--- config.mk ---
export PLATFORM = sky130hd
export DESIGN_NAME = ws_feeder_4x4
export DESIGN_NICKNAME = d
export VERILOG_FILES = /design/src/rtl/ws_feeder_4x4.sv
export SDC_FILE = /design/constraint.sdc
export NUM_CORES = 1
export LEC_CHECK = 0
export CELL_PAD_IN_SITES_DETAIL_PLACEMENT = 0
export CELL_PAD_IN_SITES_GLOBAL_PLACEMENT = 2
export CORE_UTILIZATION = 27
export CTS_CLUSTER_SIZE = 12
export DETAILED_ROUTE_END_ITERATION = 6
export PLACE_DENSITY = 0.77
export RECOVER_POWER = 50
export SYNTH_ARGS = -nofsm -noshare
export SYNTH_HDL_FRONTEND = slang
export SYNTH_SLANG_ARGS = --single-unit
--- constraint.sdc ---
create_clock -name clk -period 4.5 [get_ports clk]
set_clock_uncertainty 0.2 [all_clocks]
set_input_delay 0.9 -clock clk [delete_from_list [all_inputs] [get_ports clk]]
set_output_delay 0.9 -clock clk [all_outputs]
set_load 0.05 [all_outputs]
--- src/rtl/ws_feeder_4x4.sv ---
// Weight-stationary feeder: loads N weight rows into the array, then skews activation vectors.
// Optional macro WS_FEEDER_WT_REUSE_EN adds keep_wt to skip the weight load on start.
module ws_feeder_4x4 #(
    parameter int unsigned bit_width = 8,
    parameter int unsigned N         = 4
) (
    input  logic                   clk,
    input  logic                   rst,
    input  logic                   start,
`ifdef WS_FEEDER_WT_REUSE_EN
    input  logic                   keep_wt,
`endif
    input  logic                   wt_valid,
    output logic                   wt_ready,
    input  logic [N*bit_width-1:0] wt_row,
    input  logic                   act_valid,
    output logic                   act_ready,
    input  logic [N*bit_width-1:0] act_vec,
    input  logic                   act_last,
    output logic [N-1:0]           ctrl_row,
    output logic [N*bit_width-1:0] wt_col,
    output logic [N*bit_width-1:0] data_skew,
    output logic [N-1:0]           lane_valid,
    output logic                   busy,
    output logic                   done
);

    localparam int unsigned CntW = (2 * N > 2) ? $clog2(2 * N) : 1;
    localparam logic [CntW-1:0] LastRow   = CntW'(N - 1);
    localparam logic [CntW-1:0] LastDrain = CntW'(2 * N - 2);

    typedef enum logic [1:0] {StIdle, StLoadWt, StStream, StDrain} state_t;

    state_t                 state_q, state_d;
    logic [CntW-1:0]        cnt_q, cnt_d;
    logic [N-1:0]           ctrl_row_q, ctrl_row_d;
    logic [N*bit_width-1:0] wt_col_q, wt_col_d;
    logic                   keep;
    logic                   push_valid;
    logic [N*bit_width-1:0] push_data;

`ifdef WS_FEEDER_WT_REUSE_EN
    assign keep = keep_wt;
`else
    assign keep = 1'b0;
`endif

    always_comb begin
        state_d    = state_q;
        cnt_d      = cnt_q;
        ctrl_row_d = '0;
        wt_col_d   = wt_col_q;
        unique case (state_q)
            StIdle: begin
                if (start) begin
                    state_d = keep ? StStream : StLoadWt;
                    cnt_d   = '0;
                end
            end
            StLoadWt: begin
                if (wt_valid) begin
                    ctrl_row_d = N'(1) << cnt_q;
                    wt_col_d   = wt_row;
                    if (cnt_q == LastRow) begin
                        state_d = StStream;
                        cnt_d   = '0;
                    end else begin
                        cnt_d = cnt_q + 1'b1;
                    end
                end
            end
            StStream: begin
                if (act_valid && act_last) begin
                    state_d = StDrain;
                    cnt_d   = '0;
                end
            end
            StDrain: begin
                if (cnt_q == LastDrain) begin
                    state_d = StIdle;
                    cnt_d   = '0;
                end else begin
                    cnt_d = cnt_q + 1'b1;
                end
            end
            default: state_d = StIdle;
        endcase
    end

    always_ff @(posedge clk or posedge rst) begin
        if (rst) begin
            state_q    <= StIdle;
            cnt_q      <= '0;
            ctrl_row_q <= '0;
            wt_col_q   <= '0;
        end else begin
            state_q    <= state_d;
            cnt_q      <= cnt_d;
            ctrl_row_q <= ctrl_row_d;
            wt_col_q   <= wt_col_d;
        end
    end

    assign wt_ready  = (state_q == StLoadWt);
    assign act_ready = (state_q == StStream);
    assign busy      = (state_q != StIdle);
    assign done      = (state_q == StDrain) && (cnt_q == LastDrain);
    assign ctrl_row  = ctrl_row_q;
    assign wt_col    = wt_col_q;

    // Every cycle pushes into the skew; non-STREAM cycles and bubbles push zeros.
    assign push_valid = (state_q == StStream) && act_valid;
    assign push_data  = push_valid ? act_vec : '0;

    for (genvar r = 0; r < N; r++) begin : g_lane
        logic [bit_width-1:0] pipe_q [r+1];
        logic                 vld_q  [r+1];

        always_ff @(posedge clk or posedge rst) begin
            if (rst) begin
                for (int i = 0; i <= r; i++) begin
                    pipe_q[i] <= '0;
                    vld_q[i]  <= 1'b0;
                end
            end else begin
                pipe_q[0] <= push_data[r*bit_width +: bit_width];
                vld_q[0]  <= push_valid;
                for (int i = 1; i <= r; i++) begin
                    pipe_q[i] <= pipe_q[i-1];
                    vld_q[i]  <= vld_q[i-1];
                end
            end
        end

        assign data_skew[r*bit_width +: bit_width] = pipe_q[r];
        assign lane_valid[r]                       = vld_q[r];
    end

endmodule

# Yosys cells after proc, flatten, opt, wreduce, memory -nomap -nowiden
# Index checks and enable logic that the tools add are counted.
op_classes:
  n_eq_ne: 10
  reduce_logical: 8
  mux: 15
  shifts: 1
  n_addsub: 1
ops:
  columns: ["cell", "count"]
  rows:
  - ["$mux 32", 1]
  - ["$mux 3", 5]
  - ["$pmux 3 s4", 1]
  - ["$mux 2", 5]
  - ["$mux 4", 2]
  - ["$pmux 2 s4", 1]
  - ["$ne 2x2->1 const B", 3]
  - ["$reduce_and 5->1", 1]
  - ["$eq 2x2->1 const B", 2]
  - ["$ne 2x1->1 const B", 2]
  - ["$shl 1x3->4 const A", 1]
  - ["$add 3x1->3 const B", 1]
  - ["$eq 3x2->1 const B", 1]
  - ["$eq 3x3->1 const B", 1]
  - ["$logic_and 1x1->1", 3]
  - ["$reduce_and 3->1", 1]
  - ["$eq 2x1->1 const B", 1]
  - ["$logic_not 2->1", 1]
  - ["$reduce_and 2->1", 1]
  - ["$reduce_bool 2->1", 1]
word_totals:
  reg_bits: 125

# Depth between registers and ports, before layout
# Gate-level depths: netlist (run 1).
logic_depth:
  depth_word: 4
  mapped_depth: 6

# Worst setup path after synthesis (run 1)
# Ideal clock, no wire load.
synth_path:
  path_kind: "reg2reg"
  from: "register state_q[1]"
  to: "register cnt_q[0]"
  stages_incl_launch_ff: 6
  setup_ns: 0.086
  synth_period_minus_slack_ns: 2.301
  arrival_ns: 2.016
  slack_ns: 2.199
  cell_sequence: "dfrtp_1 -> inv_1 -> ha_1 -> a222oi_1 -> or3b_1 -> o21ai_0"
synth_via:
  elab_chain_cells: 3
  elab_cells_between_ends: 9
  cone_classes: "eq/ne (6); mux (1); reduce/logical (2)"
synth_lines:
  columns: ["element", "line_no", "rtl"]
  rows:
  - ["start: declaration", "34", "state_t state_q, state_d;"]
  - ["start signal: assignment", "92", "state_q <= StIdle;"]
  - ["start signal: assignment", "97", "state_q <= state_d;"]
  - ["$eq 2x1->1 *", null, null]
  - ["net wt_ready", "14", "output logic wt_ready,"]
  - ["$ne 2x2->1 (no line)", null, null]
  - ["$reduce_and 3->1 (no line)", null, null]
  - ["end signal: assignment", "98", "cnt_q <= cnt_d;"]
  - ["end: declaration", "35", "logic [CntW-1:0] cnt_q, cnt_d;"]
# The timed path passes the listed nets; every way through them passes the cells marked *.
# A chain may end at the register's enable or synchronous reset.

# Worst setup path in the final report (run 1)
layout_path:
  from: "input port act_valid"
  to: "register cnt_q[0]"
layout_via:
  elab_chain_cells: 3
layout_lines:
  columns: ["element", "line_no", "rtl"]
  rows:
  - ["start: declaration", "16", "input logic act_valid,"]
  - ["$logic_and 1x1->1", "73", "if (act_valid && act_last) begin"]
  - ["$ne 2x1->1 (no line)", null, null]
  - ["$reduce_and 3->1 (no line)", null, null]
# Every way passes these cells.

==> results of run 1 <==
==> report_power, final <==
part | internal (mW) | total (mW) | switching, mW
logic | 0.675 | 1.82 | 1.14
registers | 1.41 | 1.54 | 0.128
clock network | 0.778 | 1.31 | 0.532
==> layout by cell type (no fill, tap or decap) <==
master             n
clkbuf_1           2
and2_0             1
mux2i_1            1
nand2_2            1
clkinv_2           1
nand2_1            4
buf_4              1
o21ai_0            1
bufinv_16          1
inv_1             10
and3_1            34
clkinvlp_4         3
a21oi_1            3
or3b_1             1
clkdlybuf4s50_1  143
dlygate4sd3_1      2
nor3b_1            3
clkbuf_16         17
nor2b_1            1
buf_12             1
inv_6              5
inv_8              3
dfrtp_1          125
a222oi_1           1
nor2_1             4
mux2_2            33
a2bb2oi_1          2
ha_1              11
clkinv_4           2
==> flip-flops by register name (all words and copies together) (netlist names) <==
signal         count
g_lane.pipe_q     56
wt_col            32
data_skew         24
ctrl_row           4
cnt_q              3
g_lane.vld_q       3
state_q            2
lane_valid         1
==> worst max-delay path, stage by stage <==
cell	delay, ns
dlygate4sd3_1	0.52
clkbuf_1	0.87
nand2_1	0.14
a222oi_1	0.69
or3b_1	0.40
o21ai_0	0.09
==> routing by layer <==
layer  GRT usage [%]  vias up
met3            3.64       16
met5               0        -
met1            12.6     1228
met4            7.56        0
li1                -     1143
met2            19.9       55
==> metrics by stage <==
| stage | power, mW | hold slack (ns) |
|---|---|---|
| after detailed placement | 3.39 | 0.135 |
| after global routing | 4.90 | 0.153 |
| after CTS | 4.73 | 0.148 |
| after floorplan | 2.80 | 0.131 |
| after global placement | 3.36 | 0.131 |
| final | 4.67 | 0.145 |
==> cells by family (layout without fill, tap and decap cells) <==
family                   after synthesis  after routing  share of synthesized area [%]
AO/OA/AOI/OAI                          7              7                           1.12
flip-flops                           125            125                           73.7
multiplexers                          34             34                           8.99
adder cells (fa/ha/maj)               11             11                           3.24
AND/OR/NAND/NOR                       49             49                           6.89
buffers and inverters                 44            191                           6.10
==> cell type report <==
class | count | area, sq um | share of cell area [%]
Inverter | 10 | 37.5 | 0.591
Sequential cell | 125 | 3130 | 49.2
Clock buffer | 17 | 425 | 6.70
Clock inverter | 15 | 153 | 2.40
Multi-Input combinational cell | 101 | 860 | 13.5
Tap cell | 211 | 264 | 4.16
Timing Repair Buffer | 149 | 1490 | 23.4
==> how the worst max path moves through the flow <==
stage,depth (start not counted),slack (ns),from,endpoint
5_1_grt,2,0.64,rst,wt_col[22]
3_3_place_gp,6,1.38,act_valid,cnt_q[0]
3_5_place_dp,6,1.34,act_valid,cnt_q[0]
2_1_floorplan,1,0.07,rst,cnt_q[0]
4_1_cts,4,1.24,cnt_q[0],done
6_report,6,1.02,act_valid,cnt_q[0]
==> metrics.csv, run 1 <==
stage,metric,value,unit
run_status,outcome,"complete, but fails checks",
run_status,failing checks,"capacitance limit, slew limit",
global_routing,GRT Residual Overflow,0,
worst_hold_path,Cells on Worst Hold Path,0,
cells_and_area,layout cells sized above 1,16.3,%
sta,worst-margin pin slew,2.47,ns
critical_path,Worst Setup Start Kind,input pin,
clock_tree,clk slew on worst S/H paths,0.06,ns
critical_path,Crit Path Max Fanout,34,
synthesis,Synth async-reset ratio,100,%
placement,IO buf count,145,
synthesis,post-synth cell types,19,
critical_path,Critical Path RT,4.63,ns
sta,final worst slack,1.02,ns
die,starting density of the core,27.8,%
clock_tree,post-CTS sizing,0,
critical_path,worst r2r dst,wt_col[26],
global_routing,largest net degree at the start of global routing,65,
cells_and_area,"Design Area, Final",0.00635,sq mm
die,core area,0.0153,sq mm
die,total die area,0.0162,sq mm
sta,fmax,287,MHz
power,Power Density,735,mW/mm^2
clock_tree,Clock Path Buffers,2,
clock_tree,CTS root buf,clkbuf_16,
sta,total negative setup slack,0,ns
die,io pins,146,
global_routing,antenna violations before repair,0,
drt,routed wl met3,300,microns
synthesis,cell with the most instances after synthesis,dfrtp_1,
synthesis,"area leader, netlist",dfrtp_1,
synthesis,register area share after synthesis,73.7,%
clock_tree,clk_lat worst skew,0.41,ns
clock_tree,hold-fix buffers at CTS,0,
cells_and_area,Final Util,41.6,%
drt,via-per-instance ratio,3.89,
drt,met2 wire length,4830,microns
critical_path,Worst Setup End Kind,flop,
worst_hold_path,Worst Hold Class,reg2reg,
drt,DR top layer,met4,
clock_tree,Post-CTS Setup Bufs,0,
critical_path,crit path DAT,3.61,ns
die,Die Height,127,microns
placement,placed cells,596,
global_routing,first-pass GRT wire length,13900,microns
clock_tree,clock sinks,125,
synthesis,Post-Syn Instances,270,
synthesis,Syn Nets,351,
drt,DR DRC count,0,
critical_path,R2R Setup Slk,1.48,ns
synthesis,#FFs+latches synth,125,
sta,final hold violation count,0,
cells_and_area,# fillers,1428,
synthesis,Mapped Area,0.00425,sq mm
critical_path,CP Class,in2reg,
cells_and_area,ant diodes,0,
clock_tree,TritonCTS Buffers,17,
sta,Final Cycle Share,77.3,%
worst_hold_path,beginning of the worst hold path,g_lane[2].pipe_q[9],
sta,"Slew Viols, Final",100,
drt,Routed Antenna Nets,0,
synthesis,Synth top area share,73.7,%
sta,unrepaired setup endpoints after global routing,false,
clock_tree,CTS tree,built,
drt,drt wl/cell,13.9,microns
placement,Placer Congestion,0.693,
drt,1st-iter DRT viols,76,
clock_tree,CTS H-tree depth,4,
drt,First-pass DRT Iterations,6,
cells_and_area,final net count,485,
sta,Final Critical Period,3.48,ns
worst_hold_path,WHS Endpoint,data_skew[17],
global_routing,Tot GR Track Use,11.7,%
drt,M1 WL,3360,microns
placement,Post-Place Worst Slack,1.34,ns
critical_path,launch point of the worst reg-to-reg path,state_q[1],
synthesis,Post-synth EDFFs,0,
die,chip width,127,microns
cells_and_area,Layout Cells excl Fill,628,
sta,Slew headroom,-65.1,%
drt,Detailed Route WL,8700,microns
global_routing,vias in the first global route,2679,
synthesis,ys flop type,dfrtp_1,
drt,vias post-DR,2442,
power,Peak VDD IR,259,uV
synthesis,Yosys Warn Count,0,
synthesis,commonest cells in the netlist,"125 x dfrtp_1, 34 x and3_1, 33 x mux2_2, 25 x buf_4, 11 x ha_1",
die,Row Count,45,
placement,HPWL Detailed,5930,microns
critical_path,Worst Reg-to-Reg Cells,5,
placement,DP Area,0.00579,sq mm
synthesis,post-synthesis average cell area,15.7,sq um
power,leak pwr,3.00,nW
job,max-cap violations,2,
synthesis,top area cells in the synthesized netlist,"dfrtp_1 74%, mux2_2 8.8%, and3_1 5.0%",
cells_and_area,P&R area growth vs syn,49.6,%
sta,number of setup violations in the final report,0,
Power figures use the tool's default switching activity.
==> run 2: changes to the inputs <==
- CORE_UTILIZATION: 27 -> 28
- clock period: 4.5 -> 3.3 ns (I/O delays scaled with it)
==> run 2 against run 1 <==
The flow still finishes with violations (capacitance limit, slew limit). Total power increased by 36%. Worst setup slack got worse by 0.71 ns. Worst hold slack worse by 0.0012 ns. Largest cell class unchanged.
==> metrics.csv, run 2 (synthesis gave the netlist of run 1 again) <==
stage,metric,value,unit,change
run_status,outcome,"complete, but fails checks",,
run_status,failing checks,"capacitance limit, slew limit",,
global_routing,vias in the first global route,2732,,+2.0%
cells_and_area,ant diodes,0,,unchanged
critical_path,"Critical Path, Cell by Cell","inv_1, ha_1, and3_1, clkdlybuf4s50_1",,
global_routing,GRT Residual Overflow,0,,unchanged
drt,vias post-DR,2459,,+0.70%
sta,final hold violation count,0,,unchanged
sta,"Slew Viols, Final",31,,-69%
power,leak pwr,2.98,nW,-0.54%
placement,placed cells,571,,-4.2%
critical_path,Worst Setup Start Kind,flop,,
global_routing,largest net degree at the start of global routing,92,,+42%
critical_path,Critical Path RT,2.44,ns,-2.19 ns
global_routing,first-pass GRT wire length,14100,microns,+1.6%
die,io pins,146,,unchanged
power,Peak VDD IR,336,uV,+30%
clock_tree,hold-fix buffers at CTS,0,,unchanged
clock_tree,TritonCTS Buffers,17,,unchanged
clock_tree,CTS root buf,clkbuf_16,,
clock_tree,Post-CTS Setup Bufs,0,,unchanged
cells_and_area,Final Util,43.2,%,+1.5 points
cells_and_area,Largest Register,g_lane.pipe_q,,
sta,worst hold slack,0.144,ns,-0.00116 ns
placement,IO buf count,145,,unchanged
job,max-cap violations,1,,-1
drt,DR DRC count,0,,unchanged
placement,Post-Place Worst Slack,0.769,ns,-0.566 ns
cells_and_area,Largest register FFs,56,,unchanged
sta,unrepaired setup endpoints after global routing,false,,
drt,via-per-instance ratio,4.08,,+4.9%
sta,fmax,335,MHz,
sta,final worst slack,0.314,ns,-0.706 ns
sta,Final Critical Period,2.99,ns,
placement,DP Area,0.00579,sq mm,about the same
sta,total negative setup slack,0,ns,unchanged
drt,1st-iter DRT viols,99,,+30%
worst_hold_path,Worst Hold Class,reg2reg,,
sta,Slew headroom,-6.16,%,+59 points
clock_tree,Clock Path Buffers,2,,unchanged
die,Row Count,44,,-2.2%
critical_path,CP Class,reg2out,,
critical_path,crit path max-delay cell type,clkdlybuf4s50_1,,
die,Die Height,125,microns,-1.8%
sta,worst-margin pin slew,1.59,ns,-0.882 ns
cells_and_area,final net count,487,,+0.41%
cells_and_area,"most common cell after layout, fill and taps aside",clkdlybuf4s50_1,,
sta,number of setup violations in the final report,0,,unchanged
power,Power Density,1010,mW/mm^2,+37%
die,core area,0.0146,sq mm,-4.0%
drt,First-pass DRT Iterations,6,,unchanged
drt,Routed Antenna Nets,0,,unchanged
drt,Detailed Route WL,8540,microns,-1.9%
cells_and_area,P&R area growth vs syn,48.9,%,
cells_and_area,most frequent cells in the layout,"143 x clkdlybuf4s50_1, 125 x dfrtp_1, 34 x and3_1",,
cells_and_area,Layout Cells excl Fill,603,,-4.0%
power,Pwr Total,6.36,mW,+36%
die,starting density of the core,29.0,%,+1.2 points
cells_and_area,layout cells sized above 1,17.2,%,+0.88 points
placement,HPWL Detailed,5950,microns,+0.25%
clock_tree,clock sinks,125,,unchanged
critical_path,Worst Setup End Kind,output pin,,
global_routing,antenna violations before repair,1,,+1
clock_tree,post-CTS sizing,0,,unchanged
sta,Final Cycle Share,90.5,%,
critical_path,crit path DAT,2.13,ns,-1.48 ns
die,chip width,125,microns,-1.8%
clock_tree,clk slew on worst S/H paths,0.06,ns,about the same
clock_tree,CTS tree,built,,
drt,drt wl/cell,14.2,microns,+2.1%
clock_tree,CTS H-tree depth,4,,unchanged
die,total die area,0.0157,sq mm,-3.5%
critical_path,Crit Path Max Fanout,4,,-88%
placement,Placer Congestion,0.714,,+3.0%
cells_and_area,"Design Area, Final",0.00632,sq mm,-0.47%
clock_tree,clk_lat worst skew,0.41,ns,about the same
critical_path,slowest cell delay on critical path,0.81,ns,-0.06 ns
global_routing,Tot GR Track Use,12.2,%,+0.49 points
run 2: cell count changes in the layout (fill, tap and decap cells not counted):
cell and change:
clkinv_2 -1, clkinvlp_4 +4, buf_4 +3, and2_1 +1, and2_0 -1, inv_1 -1
clkbuf_4 +1, inv_8 -3, dlygate4sd3_1 -1, clkinvlp_2 +1, clkinv_4 -1
run 2: power breakdown:
part	internal [mW]	switching, mW
Combinational	0.941	1.57
Sequential	1.93	0.174
Clock	1.04	0.704
run 2: worst max-delay path, delay by kind of cell (launching register included):
family        cells  cell delay (ns)
buf+inv           2             0.92
flops             1             0.41
fa+ha+maj         1             0.21
simple gates      1             0.17
run 2: layout make-up:
type | instances | area (sq um)
Inverter | 10 | 38.8
Clock buffer | 18 | 429
Tap cell | 184 | 230
Timing Repair Buffer | 151 | 1500
Fill cell | 1334 | 8320
Sequential cell | 125 | 3130
Multi-Input combinational cell | 101 | 860
Clock inverter | 14 | 135
run 2: path summary, 6_finish.rpt:
| kind | slack, ns | depth (start not counted) | startpoint | to |
|---|---|---|---|---|
| min in group asynchronous | 0.41 | 2 | rst | lane_valid[3] |
| min | 0.14 | 0 | g_lane[1].pipe_q[12] | data_skew[12] |
| min reg2reg | 0.14 | 0 | g_lane[1].pipe_q[12] | data_skew[12] |
| max | 0.31 | 4 | cnt_q[0] | done |
| max reg2reg | 1.29 | 6 | state_q[1] | cnt_q[0] |
| max in group asynchronous | 0.75 | 3 | rst | wt_col[28] |
run 2: per-layer routing:
layer  share of wire [%]  GRT usage [%]
met5                0.15              0
met4                 2.6           7.75
met3                 6.4           5.05
met2                  52           20.2
met1                  39           12.9
==> run 3: changes to the inputs <==
- clock period: 3.3 -> 2.8 ns (I/O delays scaled with it)
==> run 3 against run 2 <==
The run ends with DRC left. Clock-buffer cell count increased by 1. Total power increased by 20%. Largest power group unchanged. Critical path type unchanged. Sequential share of layout area decreased by 0.47 points. Final cell count increased by 0.17%. Worst setup slack got worse by 0.097 ns. Critical endpoint unchanged. Utilization increased by 0.41 points. Worst hold slack got worse by 0.0024 ns. Register-to-register slack got worse by 0.51 ns. Sequential cell count unchanged.
==> metrics.csv, run 3 (synthesis gave the netlist of run 1 again) <==
stage,metric,value,unit,change
drt,routed wl met3,568,microns,+4.4%
critical_path,crit path from,cnt_q[0],,
power,Peak VDD IR,553,uV,+65%
critical_path,crit path max-delay cell type,dlygate4sd2_1,,
placement,IO buf count,145,,unchanged
critical_path,launch point of the worst reg-to-reg path,state_q[0],,
critical_path,crit path DAT,1.82,ns,-0.31 ns
sta,total negative setup slack,0,ns,unchanged
clock_tree,TritonCTS Buffers,17,,unchanged
clock_tree,clk slew on worst S/H paths,0.06,ns,about the same
drt,via-per-instance ratio,4.15,,+1.7%
critical_path,CP Class,reg2out,,
drt,vias post-DR,2504,,+1.8%
drt,DR DRC count,10,,+10
critical_path,Critical Path RT,2.04,ns,-0.40 ns
die,total die area,0.0157,sq mm,unchanged
sta,Final Cycle Share,92.2,%,
drt,DR top layer,met5,,
worst_hold_path,beginning of the worst hold path,g_lane[3].pipe_q[19],,
die,Die Height,125,microns,unchanged
clock_tree,hold-fix buffers at CTS,0,,unchanged
clock_tree,clk_lat worst skew,0.41,ns,about the same
cells_and_area,most frequent cells in the layout,"140 x clkdlybuf4s50_1, 125 x dfrtp_1, 34 x and3_1",,
critical_path,critical path buffer and inverter count,2,,unchanged
sta,Slew headroom,33.5,%,+40 points
global_routing,first-pass GRT wire length,14400,microns,+2.0%
clock_tree,Clock Path Buffers,2,,unchanged
sta,Final Critical Period,2.58,ns,
drt,Routed Antenna Nets,0,,unchanged
placement,Placer Congestion,0.712,,-0.28%
power,Power Density,1200,mW/mm^2,+19%
sta,number of setup violations in the final report,0,,unchanged
cells_and_area,final net count,488,,+0.21%
cells_and_area,Largest register FFs,56,,unchanged
run_status,failing checks,DRC,,
clock_tree,clock sinks,125,,unchanged
global_routing,antenna violations before repair,2,,+1
global_routing,GRT Residual Overflow,0,,unchanged
die,core area,0.0146,sq mm,unchanged
drt,1st-iter DRT viols,112,,+13%
clock_tree,CTS root buf,clkbuf_16,,
global_routing,largest net degree at the start of global routing,49,,-47%
drt,met2 wire length,4500,microns,+1.5%
cells_and_area,ant diodes,0,,unchanged
clock_tree,CTS H-tree depth,4,,unchanged
critical_path,Worst Setup Start Kind,flop,,
cells_and_area,"Design Area, Final",0.00638,sq mm,+0.95%
drt,First-pass DRT Iterations,7,,+1
run_status,outcome,"complete, but fails checks",,
sta,fmax,387,MHz,
drt,Detailed Route WL,8710,microns,+2.0%
critical_path,Crit Path Max Fanout,4,,unchanged
cells_and_area,"most common cell after layout, fill and taps aside",clkdlybuf4s50_1,,
cells_and_area,P&R area growth vs syn,50.3,%,
power,leak pwr,3.05,nW,+2.1%
cells_and_area,Largest Register,g_lane.pipe_q,,
die,starting density of the core,29.0,%,unchanged
critical_path,slowest cell delay on critical path,0.53,ns,-0.28 ns
worst_hold_path,Worst Hold Class,reg2reg,,
clock_tree,CTS tree,built,,
cells_and_area,layout cells sized above 1,17.6,%,+0.44 points
drt,drt wl/cell,14.4,microns,+1.8%
die,Row Count,44,,unchanged
global_routing,Tot GR Track Use,12.3,%,+0.12 points
sta,worst-margin pin slew,0.992,ns,-0.600 ns
sta,unrepaired setup endpoints after global routing,false,,
placement,DP Area,0.00581,sq mm,+0.35%
job,max-cap violations,0,,-1
clock_tree,Post-CTS Setup Bufs,0,,unchanged
critical_path,family with the most delay on the worst path,buffers and inverters,,
global_routing,vias in the first global route,2776,,+1.6%
critical_path,"Critical Path, Cell by Cell","inv_1, ha_1, and3_1, dlygate4sd2_1",,
sta,final hold violation count,0,,unchanged
die,chip width,125,microns,unchanged
placement,HPWL Detailed,6190,microns,+4.1%
drt,M1 WL,3420,microns,+3.1%
critical_path,Worst Setup End Kind,output pin,,
sta,"Slew Viols, Final",0,,-100%
die,io pins,146,,unchanged
run 3: cell types whose count changed in the layout (fill, tap and decap cells not counted), moves of 2 or more:
cell             previous run  this run
clkinvlp_4                  7         3
clkdlybuf4s50_1           143       140
clkinv_2                    0         3
inv_6                       5         2
bufinv_16                   1         3
clkbuf_2                    0         2
dlygate4sd2_1               0         2
run 3: what timing repair did:
item / in CTS / in global routing
gates resized for setup: 2 / 1
setup endpoints to repair: 2 / 1
endpoints found under the hold margin: 0 / 0
run 3: cell type report:
class / count / area (sq um)
well taps: 184 / 230
clock inverters: 13 / 163
multi-input cells: 101 / 860
fillers: 1352 / 8260
repair buffers: 152 / 1520
clock buffers: 19 / 443
inverters: 10 / 38.8
flip-flops and latches: 125 / 3130
run 3: power breakdown:
group	switching, mW	internal, mW	leakage (nW)
clock network	0.786	1.42	0.290
logic	1.85	1.10	1.11
registers	0.204	2.27	1.64
total	2.84	4.80	3.05
run 3: stage by stage:
stage               util (%)  total power, mW  setup slack [ns]  instances  hold slack [ns]
detailed placement      39.7             5.51             0.370        572            0.135
finish                  43.6             7.64             0.218        604            0.142
global placement        39.7             5.45             0.374        572            0.131
floorplan                  -             4.50             0.499        270            0.131
global route            43.6             8.00             0.137        604            0.150
CTS                     43.8             7.76            0.0487        604            0.144
run 3: path summary, 6_finish.rpt:
path,end,slack (ns),depth (start not counted)
setup / recovery,done,0.22,4
hold / removal,g_lane[3].pipe_q[11],0.14,0
setup reg to reg,cnt_q[0],0.78,6
hold reg to reg,g_lane[3].pipe_q[11],0.14,0
max in group asynchronous,wt_col[13],0.53,3
min in group asynchronous,data_skew[29],0.59,2
run 3: per-layer routing:
metal | GRT usage [%] | up-vias
met5 | 0 | -
met4 | 8.03 | 2
met3 | 5.18 | 19
met2 | 19.8 | 72
met1 | 13.4 | 1261
li1 | - | 1150
